<file path="config.mk">
export PLATFORM = sky130hd
export DESIGN_NAME = arf_retire_ctrl
export DESIGN_NICKNAME = d
export VERILOG_FILES = /design/src/rtl/arf_retire_ctrl.sv
export SDC_FILE = /design/constraint.sdc
export NUM_CORES = 1
export LEC_CHECK = 0
export BUFFER_PORTS_ARGS = -buffer_cell sky130_fd_sc_hd__buf_2
export CELL_PAD_IN_SITES_DETAIL_PLACEMENT = 0
export CELL_PAD_IN_SITES_GLOBAL_PLACEMENT = 2
export CORE_ASPECT_RATIO = 1.25
export CORE_UTILIZATION = 44
export DETAILED_ROUTE_END_ITERATION = 8
export PLACE_DENSITY_LB_ADDON = 0.1
export SLEW_MARGIN = 20
export SYNTH_ARGS = -nofsm -noshare
export SYNTH_HDL_FRONTEND = slang
export SYNTH_SLANG_ARGS = --single-unit
export TNS_END_PERCENT = 1
</file>
<file path="constraint.sdc">
create_clock -name clk -period 6.4 [get_ports clk]
set_clock_uncertainty 0.05 [all_clocks]
set_input_delay 0.32 -clock clk [delete_from_list [all_inputs] [get_ports clk]]
set_output_delay 0.32 -clock clk [all_outputs]
set_load 0.005 [all_outputs]
</file>
<file path="src/rtl/arf_retire_ctrl.sv">
// In-order commit FIFO feeding the two ARF write ports; up to two pushes and two pops per cycle.
// Two-cycle accept-to-write latency with no empty bypass; in_ready drops when fewer than two entries are free.
module arf_retire_ctrl #(
  parameter int AR_SIZE = 6,
  parameter int DATA_W  = 32,
  parameter int DEPTH   = 8
) (
  input  logic                   clk,
  input  logic                   rst,
  input  logic                   c0_valid,
  input  logic [AR_SIZE-1:0]     c0_addr,
  input  logic [DATA_W-1:0]      c0_data,
  input  logic                   c1_valid,
  input  logic [AR_SIZE-1:0]     c1_addr,
  input  logic [DATA_W-1:0]      c1_data,
  output logic                   in_ready,
  input  logic                   drain_en,
  output logic                   write_en,
  output logic [AR_SIZE-1:0]     write_addr1,
  output logic [DATA_W-1:0]      write_data1,
  output logic [AR_SIZE-1:0]     write_addr2,
  output logic [DATA_W-1:0]      write_data2,
  output logic                   pending,
  output logic [$clog2(DEPTH):0] fifo_count,
  output logic [31:0]            retired_cnt
);
  localparam int PW = $clog2(DEPTH);
  localparam int CW = PW + 1;

  logic [AR_SIZE-1:0] addr_mem [DEPTH];
  logic [DATA_W-1:0]  data_mem [DEPTH];
  logic [PW-1:0]      rd_ptr, wr_ptr, rd_ptr1, wr_idx1;

  logic               push0, push1;
  logic [1:0]         n_push, n_pop, n_wr;
  logic [AR_SIZE-1:0] head_a0, head_a1, nxt_a1, nxt_a2;
  logic [DATA_W-1:0]  head_d0, head_d1, nxt_d1, nxt_d2;

  // Space is judged on the current count only; a same-cycle pop never frees room.
  assign in_ready = (fifo_count <= CW'(DEPTH - 2));
  assign push0    = in_ready & c0_valid & (c0_addr != '0);
  assign push1    = in_ready & c0_valid & c1_valid & (c1_addr != '0);
  assign n_push   = {1'b0, push0} + {1'b0, push1};
  assign wr_idx1  = wr_ptr + PW'(push0);
  assign rd_ptr1  = rd_ptr + PW'(1);

  assign head_a0 = addr_mem[rd_ptr];
  assign head_d0 = data_mem[rd_ptr];
  assign head_a1 = addr_mem[rd_ptr1];
  assign head_d1 = data_mem[rd_ptr1];

  always_comb begin
    n_pop  = 2'd0;
    nxt_a1 = '0;
    nxt_d1 = '0;
    nxt_a2 = '0;
    nxt_d2 = '0;
    if (drain_en) begin
      n_pop = (fifo_count >= CW'(2)) ? 2'd2 : fifo_count[1:0];
    end
    if (n_pop != 2'd0) begin
      nxt_a1 = head_a0;
      nxt_d1 = head_d0;
    end
    if (n_pop == 2'd2) begin
      nxt_a2 = head_a1;
      nxt_d2 = head_d1;
      // Same destination in one pair: only the younger value may land.
      if ((head_a0 == head_a1) && (head_a0 != '0)) begin
        nxt_a1 = '0;
        nxt_d1 = '0;
      end
    end
    n_wr = {1'b0, (nxt_a1 != '0)} + {1'b0, (nxt_a2 != '0)};
  end

  always_ff @(posedge clk) begin
    if (rst) begin
      rd_ptr      <= '0;
      wr_ptr      <= '0;
      fifo_count  <= '0;
      write_en    <= 1'b0;
      write_addr1 <= '0;
      write_data1 <= '0;
      write_addr2 <= '0;
      write_data2 <= '0;
      retired_cnt <= '0;
    end else begin
      rd_ptr      <= rd_ptr + PW'(n_pop);
      wr_ptr      <= wr_ptr + PW'(n_push);
      fifo_count  <= fifo_count + CW'(n_push) - CW'(n_pop);
      write_en    <= (n_pop != 2'd0);
      write_addr1 <= nxt_a1;
      write_data1 <= nxt_d1;
      write_addr2 <= nxt_a2;
      write_data2 <= nxt_d2;
      retired_cnt <= retired_cnt + 32'(n_wr);
    end
  end

  always_ff @(posedge clk) begin
    if (!rst) begin
      if (push0) begin
        addr_mem[wr_ptr] <= c0_addr;
        data_mem[wr_ptr] <= c0_data;
      end
      if (push1) begin
        addr_mem[wr_idx1] <= c1_addr;
        data_mem[wr_idx1] <= c1_data;
      end
    end
  end

  assign pending = (fifo_count != '0) | write_en;

endmodule

</file>
-- Word level (Yosys, flattened, before mapping)
Memories as Yosys holds them, arrays and structs flattened. A register that Yosys moved wholly into a read port is not among the register bits.
Cells that the tools add are included.
- bits in registers: 87
- bits in latches: 0
- bits in writable memories: 304
- bits in read-only memories: 0
- input bits: 81
- output and inout bits: 115
- memories kept: 2
- memories (name ; depth ; width ; read ports ; clocked after memory_dff ; wr ports ; RTL line ; RTL):
    data_mem ; 8 ; 32 ; 2 ; 2 ; 2 ; 31 ; logic [DATA_W-1:0] data_mem [DEPTH];
    addr_mem ; 8 ; 6 ; 2 ; 1 ; 2 ; 30 ; logic [AR_SIZE-1:0] addr_mem [DEPTH];
- add/sub/neg operators: 9
- multiply operators: 0
- divide/modulo/power cells: 0
- magnitude comparators: 2
- equal/unequal tests: 2
- shift-type cells: 0
- mux-type cells: 17
- bitwise logic cells: 6
- reduce and logical (&&, ||, !) cells: 9
- operators with widths (cell ; number):
    2-to-1 mux 32 bit ; 3
    adder 32 x 2 -> 32 bit ; 1
    nonzero test 6 bit ; 5
    2-to-1 mux 6 bit ; 4
    adder 3 x 2 -> 3 bit ; 2
    equality test 6 bit ; 1
    2-to-1 mux 1 bit ; 6
    2-to-1 mux 3 bit ; 2
    adder 1 x 1 -> 2 bit ; 2
    adder 4 x 2 -> 4 bit ; 1
    bitwise AND 1 bit ; 4
    greater-or-equal comparator 4 x 2 -> 1 bit (second input constant) ; 1
    <= comparator 4 x 3 -> 1 bit (second input constant) ; 1
    2-to-1 mux 2 bit ; 2
    nonzero test 4 bit ; 1
    subtractor 4 x 2 -> 4 bit ; 1
    adder 3 x 1 -> 3 bit ; 1
    adder 3 x 1 -> 3 bit (second input constant) ; 1
    equality test 2 bit (second input constant) ; 1
    nonzero test 2 bit ; 1
    OR reduction 2 bit ; 1
    logical AND 1 bit ; 1
    NOT 1 bit ; 1
    OR 1 bit ; 1

-- Logic depth before layout (Yosys ltp)
- depth after elaboration: 10
- gate-level depth with buffers: 17

-- Least setup slack after synthesis
No wires, ideal clock.
- path kind: reg2reg
- start: reg fifo_count[3]
- end: mem addr_mem[0][0], enable pin
- setup time: 0.491 ns
- arrival time: 4.246 ns
- setup slack: 1.614 ns
- stages on the path, launching flop included: 9
- path buffers: 0
- clock period less this slack: 4.786 ns
- cells stage by stage: dfxtp_1 > inv_1 > ha_1 > nand2_1 > mux2i_1 > nand2_1 > nor3_1 > nand2b_1 > o31ai_1
- RTL lines (element ; RTL line ; RTL):
    start: declaration ; 24 ; output logic [$clog2(DEPTH):0] fifo_count,
    start signal: assignment ; 91 ; fifo_count <= fifo_count + CW'(n_push) - CW'(n_pop);
    end: declaration ; 30 ;

-- Worst setup path after layout
- start: reg rd_ptr[0]
- end: reg retired_cnt[29]
- cells in the longest elaborated chain, start to end: 9
- elaborated cells on any way between the ends: 11
- classes of those cells: add/sub: 3; eq/ne: 1; mux: 3; reduce/logical: 3; memory: 1
- RTL lines (element ; RTL line ; RTL):
    start: declaration ; 32 ; logic [PW-1:0] rd_ptr, wr_ptr, rd_ptr1, wr_idx1;
    start signal: assignment ; 89 ; rd_ptr <= rd_ptr + PW'(n_pop);
    adder 3 x 1 -> 3 bit * ; 45 ; assign rd_ptr1 = rd_ptr + PW'(1);
    memory (8 x 6 bit) * ; n/a ;
    equality test 6 bit ; 69 ; if ((head_a0 == head_a1) && (head_a0 != '0)) begin
    logical AND 1 bit ; 69 ;
    2-to-1 mux 6 bit ; 69 ;
    2-to-1 mux 6 bit ; 65 ; if (n_pop == 2'd2) begin
    nonzero test 6 bit ; 74 ; n_wr = {1'b0, (nxt_a1 != '0)} + {1'b0, (nxt_a2 != '0)};
    adder 1 x 1 -> 2 bit * ; 74 ;
    adder 32 x 2 -> 32 bit * ; 97 ; retired_cnt <= retired_cnt + 32'(n_wr);
    end signal: assignment ; 97 ;
    end: declaration ; 25 ; output logic [31:0] retired_cnt
Every way passes the cells marked *; elsewhere a longest branch is shown, timed or not.
A chain may end at the register's enable or synchronous reset.

==> run_results.csv <==
group,metric,value,unit
die,ioPinCount,196,
clock_tree,clk_pin_slew_worst_paths,60,ps
setup_path,crit_required,6790,ps
setup_path,critPathKind,"reg -> reg",
yosys,synth_cell_type_count,40,
cells_and_area,drive_gt1_frac,0.4828,
setup_path,cp_max_fo,23,
global_route,grtUsageTotal,0.2473,
power,p_per_area,345.7,nW/um^2
clock_tree,cts_made_buffers,45,
yosys,synthCells,1406,
detailed_routing,drtIter0Drc,800,
clock_tree,cts_hold_buf,0,
yosys,synth_edf_count,304,
detailed_routing,num_vias,13297,
sta,timing.fmax,196.5,MHz
clock_tree,cts_buffer_depth,3,
clock_tree,clock_latency,590,ps
sta,fin_crit,5090,ps
sta,timing.final.ws_setup,1310,ps
detailed_routing,wirelength_met1,25470,microns
run,cap_violations,0,
sta,setup_viol,0,
detailed_routing,drc,0,
cells_and_area,fillers,4157,
yosys,synthesis.area,21490,sq um
global_route,grt_overflow_total,0,
global_route,grt_pass1_vias,13819,
clock_tree,htreeDepth,2,
place,io_buffers,195,
yosys,yosys.area.top_type,"edfxtp_1",
outcome,status,"complete, no violations",
place,place_ws,1242,ps
die,core,48200,sq um
worst_hold_path,hp-class,"in -> reg",
sta,finalHoldViolCount,0,
yosys,synthFlopType,"edfxtp_1",
sta,tightestPinTransition,1136,ps
global_route,antenna_found_initial,8,
sta,fin_crit_sh,0.7953,
clock_tree,cts-root-buf,"clkbuf_16",
clock_tree,cts_setup_buffers,0,
die,die_h,249.1,microns
detailed_routing,wire_per_inst,26.74,microns
yosys,ys_warn_count,0,
die,dieArea,49740,sq um
detailed_routing,drtAntennaViolNets,0,
cells_and_area,layout_commonest_cell,"mux2_2",
die,start_util,0.4459,
power,ir_worst_vdd,0.0001740,V
yosys,syn-num-nets,1505,
detailed_routing,wirelength,60830,microns
clock_tree,numClockSinks,423,
place,gp_congestion,0.7788,
setup_path,end_kind,"flip-flop",
place,dpl_cell_area,23300,sq um
yosys,ys_top_cells_by_area,"edfxtp_1 (42%), mux2_2 (16%), mux4_2 (16%)",
yosys,synth_top_cell_area_share,0.4248,
power,power.total,8575,uW
sta,setup_tns,0,ps
sta,slew_viol_final,0,
detailed_routing,avgViaCountPerCell,5.845,
cells_and_area,fin_area,24810,sq um
sta,rsz0062_at_grt,"no",
cells_and_area,final_cell_mix,"mux2_2 (308), edfxtp_1 (304), buf_2 (195)",
detailed_routing,wl_met3,3120,microns
yosys,syn-mean-instance-area,15.29,sq um
die,fp.dieW,199.7,microns
detailed_routing,dr_wl_met2,30590,microns
die,row_count,90,
yosys,synth.yosys.seq_area_share,0.5356,
global_route,grt_pass1_wl,88850,microns
global_route,grt_max_degree,49,
yosys,async_reset_ff_frac,0,
detailed_routing,drt_pass1_iterations,5,
yosys,ys_seq_elements,423,
cells_and_area,area_growth,15.43,%
setup_path,worstPathArrival,5480,ps
clock_tree,cts_tree,"yes",
cells_and_area,final_nets,1690,
setup_path,worstSetupStartpointType,"flip-flop",
sta,slew_headroom,0.2405,
place,dp_hpwl,36110,microns
clock_tree,cts_resized,0,
power,leakage,0.008555,uW
detailed_routing,top_layer_used,"met5",
[report_power, final]
part           leakage, uW  total (uW)  switching [uW]  internal (uW)
clock network     0.000737        2680            1100           1570
logic              0.00410        2530            1330           1200
registers          0.00372        3360             133           3230
[Yosys cell counts (all sizes together) (20+ instances only)]
cell / instances
xor2: 26
buf: 44
dfxtp: 119
mux4: 150
edfxtp: 304
nor2: 51
mux2i: 56
a21oi: 38
nor3: 41
nand2: 86
xnor2: 20
mux2: 308
clkbuf: 50
[sequential cells by signal, summed over array words and instances, names as in the netlist]
register     cells
write_data2     32
fifo_count       4
write_data1     32
write_en         1
retired_cnt     32
write_addr2      6
write_addr1      6
wr_ptr           3
rd_ptr           3
addr_mem        48
data_mem       256
[worst paths after layout]
check,start,endpoint,slack (ps),depth (start not counted)
setup / recovery,rd_ptr[0],retired_cnt[29],1310,14
hold / removal,c1_data[27],data_mem[5][27],80,2
setup reg to reg,rd_ptr[0],retired_cnt[29],1310,14
hold reg to reg,retired_cnt[31],retired_cnt[31],460,2
[critical path: stages (launching register included)]
cell	delay (ps)
dfxtp_4	590
ha_4	440
mux4_2	610
xnor2_1	140
mux4_2	490
nand2_1	150
nor2_1	70
a221o_1	310
fa_1	440
and3b_1	360
nand4_1	300
nor4_1	580
nand3_1	170
xor2_1	180
nor2_1	50
[layout make-up]
type | count | area, sq um | share of cell area
clock buffer | 58 | 1246 | 0.05023
sequential | 423 | 11520 | 0.4645
multi-input combinational | 871 | 9648 | 0.3889
antenna | 5 | 12.51 | 0.0005044
inverter | 18 | 67.56 | 0.002724
clock inverter | 24 | 251.5 | 0.01014
tap | 644 | 805.8 | 0.03248
timing repair buffer | 232 | 1254 | 0.05054
[kinds of logic (layout without fill, tap and decap cells)]
family                     Yosys count  in the layout  synth area share
and+or+nand+nor                    237            237           0.05071
xor gates and xnor gates            46             46           0.01910
DFF                                423            423            0.5356
muxes                              514            514            0.3446
adders and majority gates           18             18           0.01223
AOI/OAI and AO/OA                   56             56           0.01531
buffers and inverters              112            332           0.02241
other                                0              5                 0
[metal layers]
layer	global-route usage	up-vias
met4	0.08441	6
met1	0.3239	6931
li1	-	5892
met2	0.4188	375
met5	0	-
met3	0.03398	93
[metrics by stage]
stage	utilization	cells	hold slack [ps]
floorplan	-	1406	433.0
global placement	0.4834	2188	455.9
detailed placement	0.4834	2188	455.1
CTS	0.5145	2270	54.55
global route	0.5147	2275	83.57
finish	0.5147	2275	81.67
Note: power is estimated with default switching activity, not from simulation.
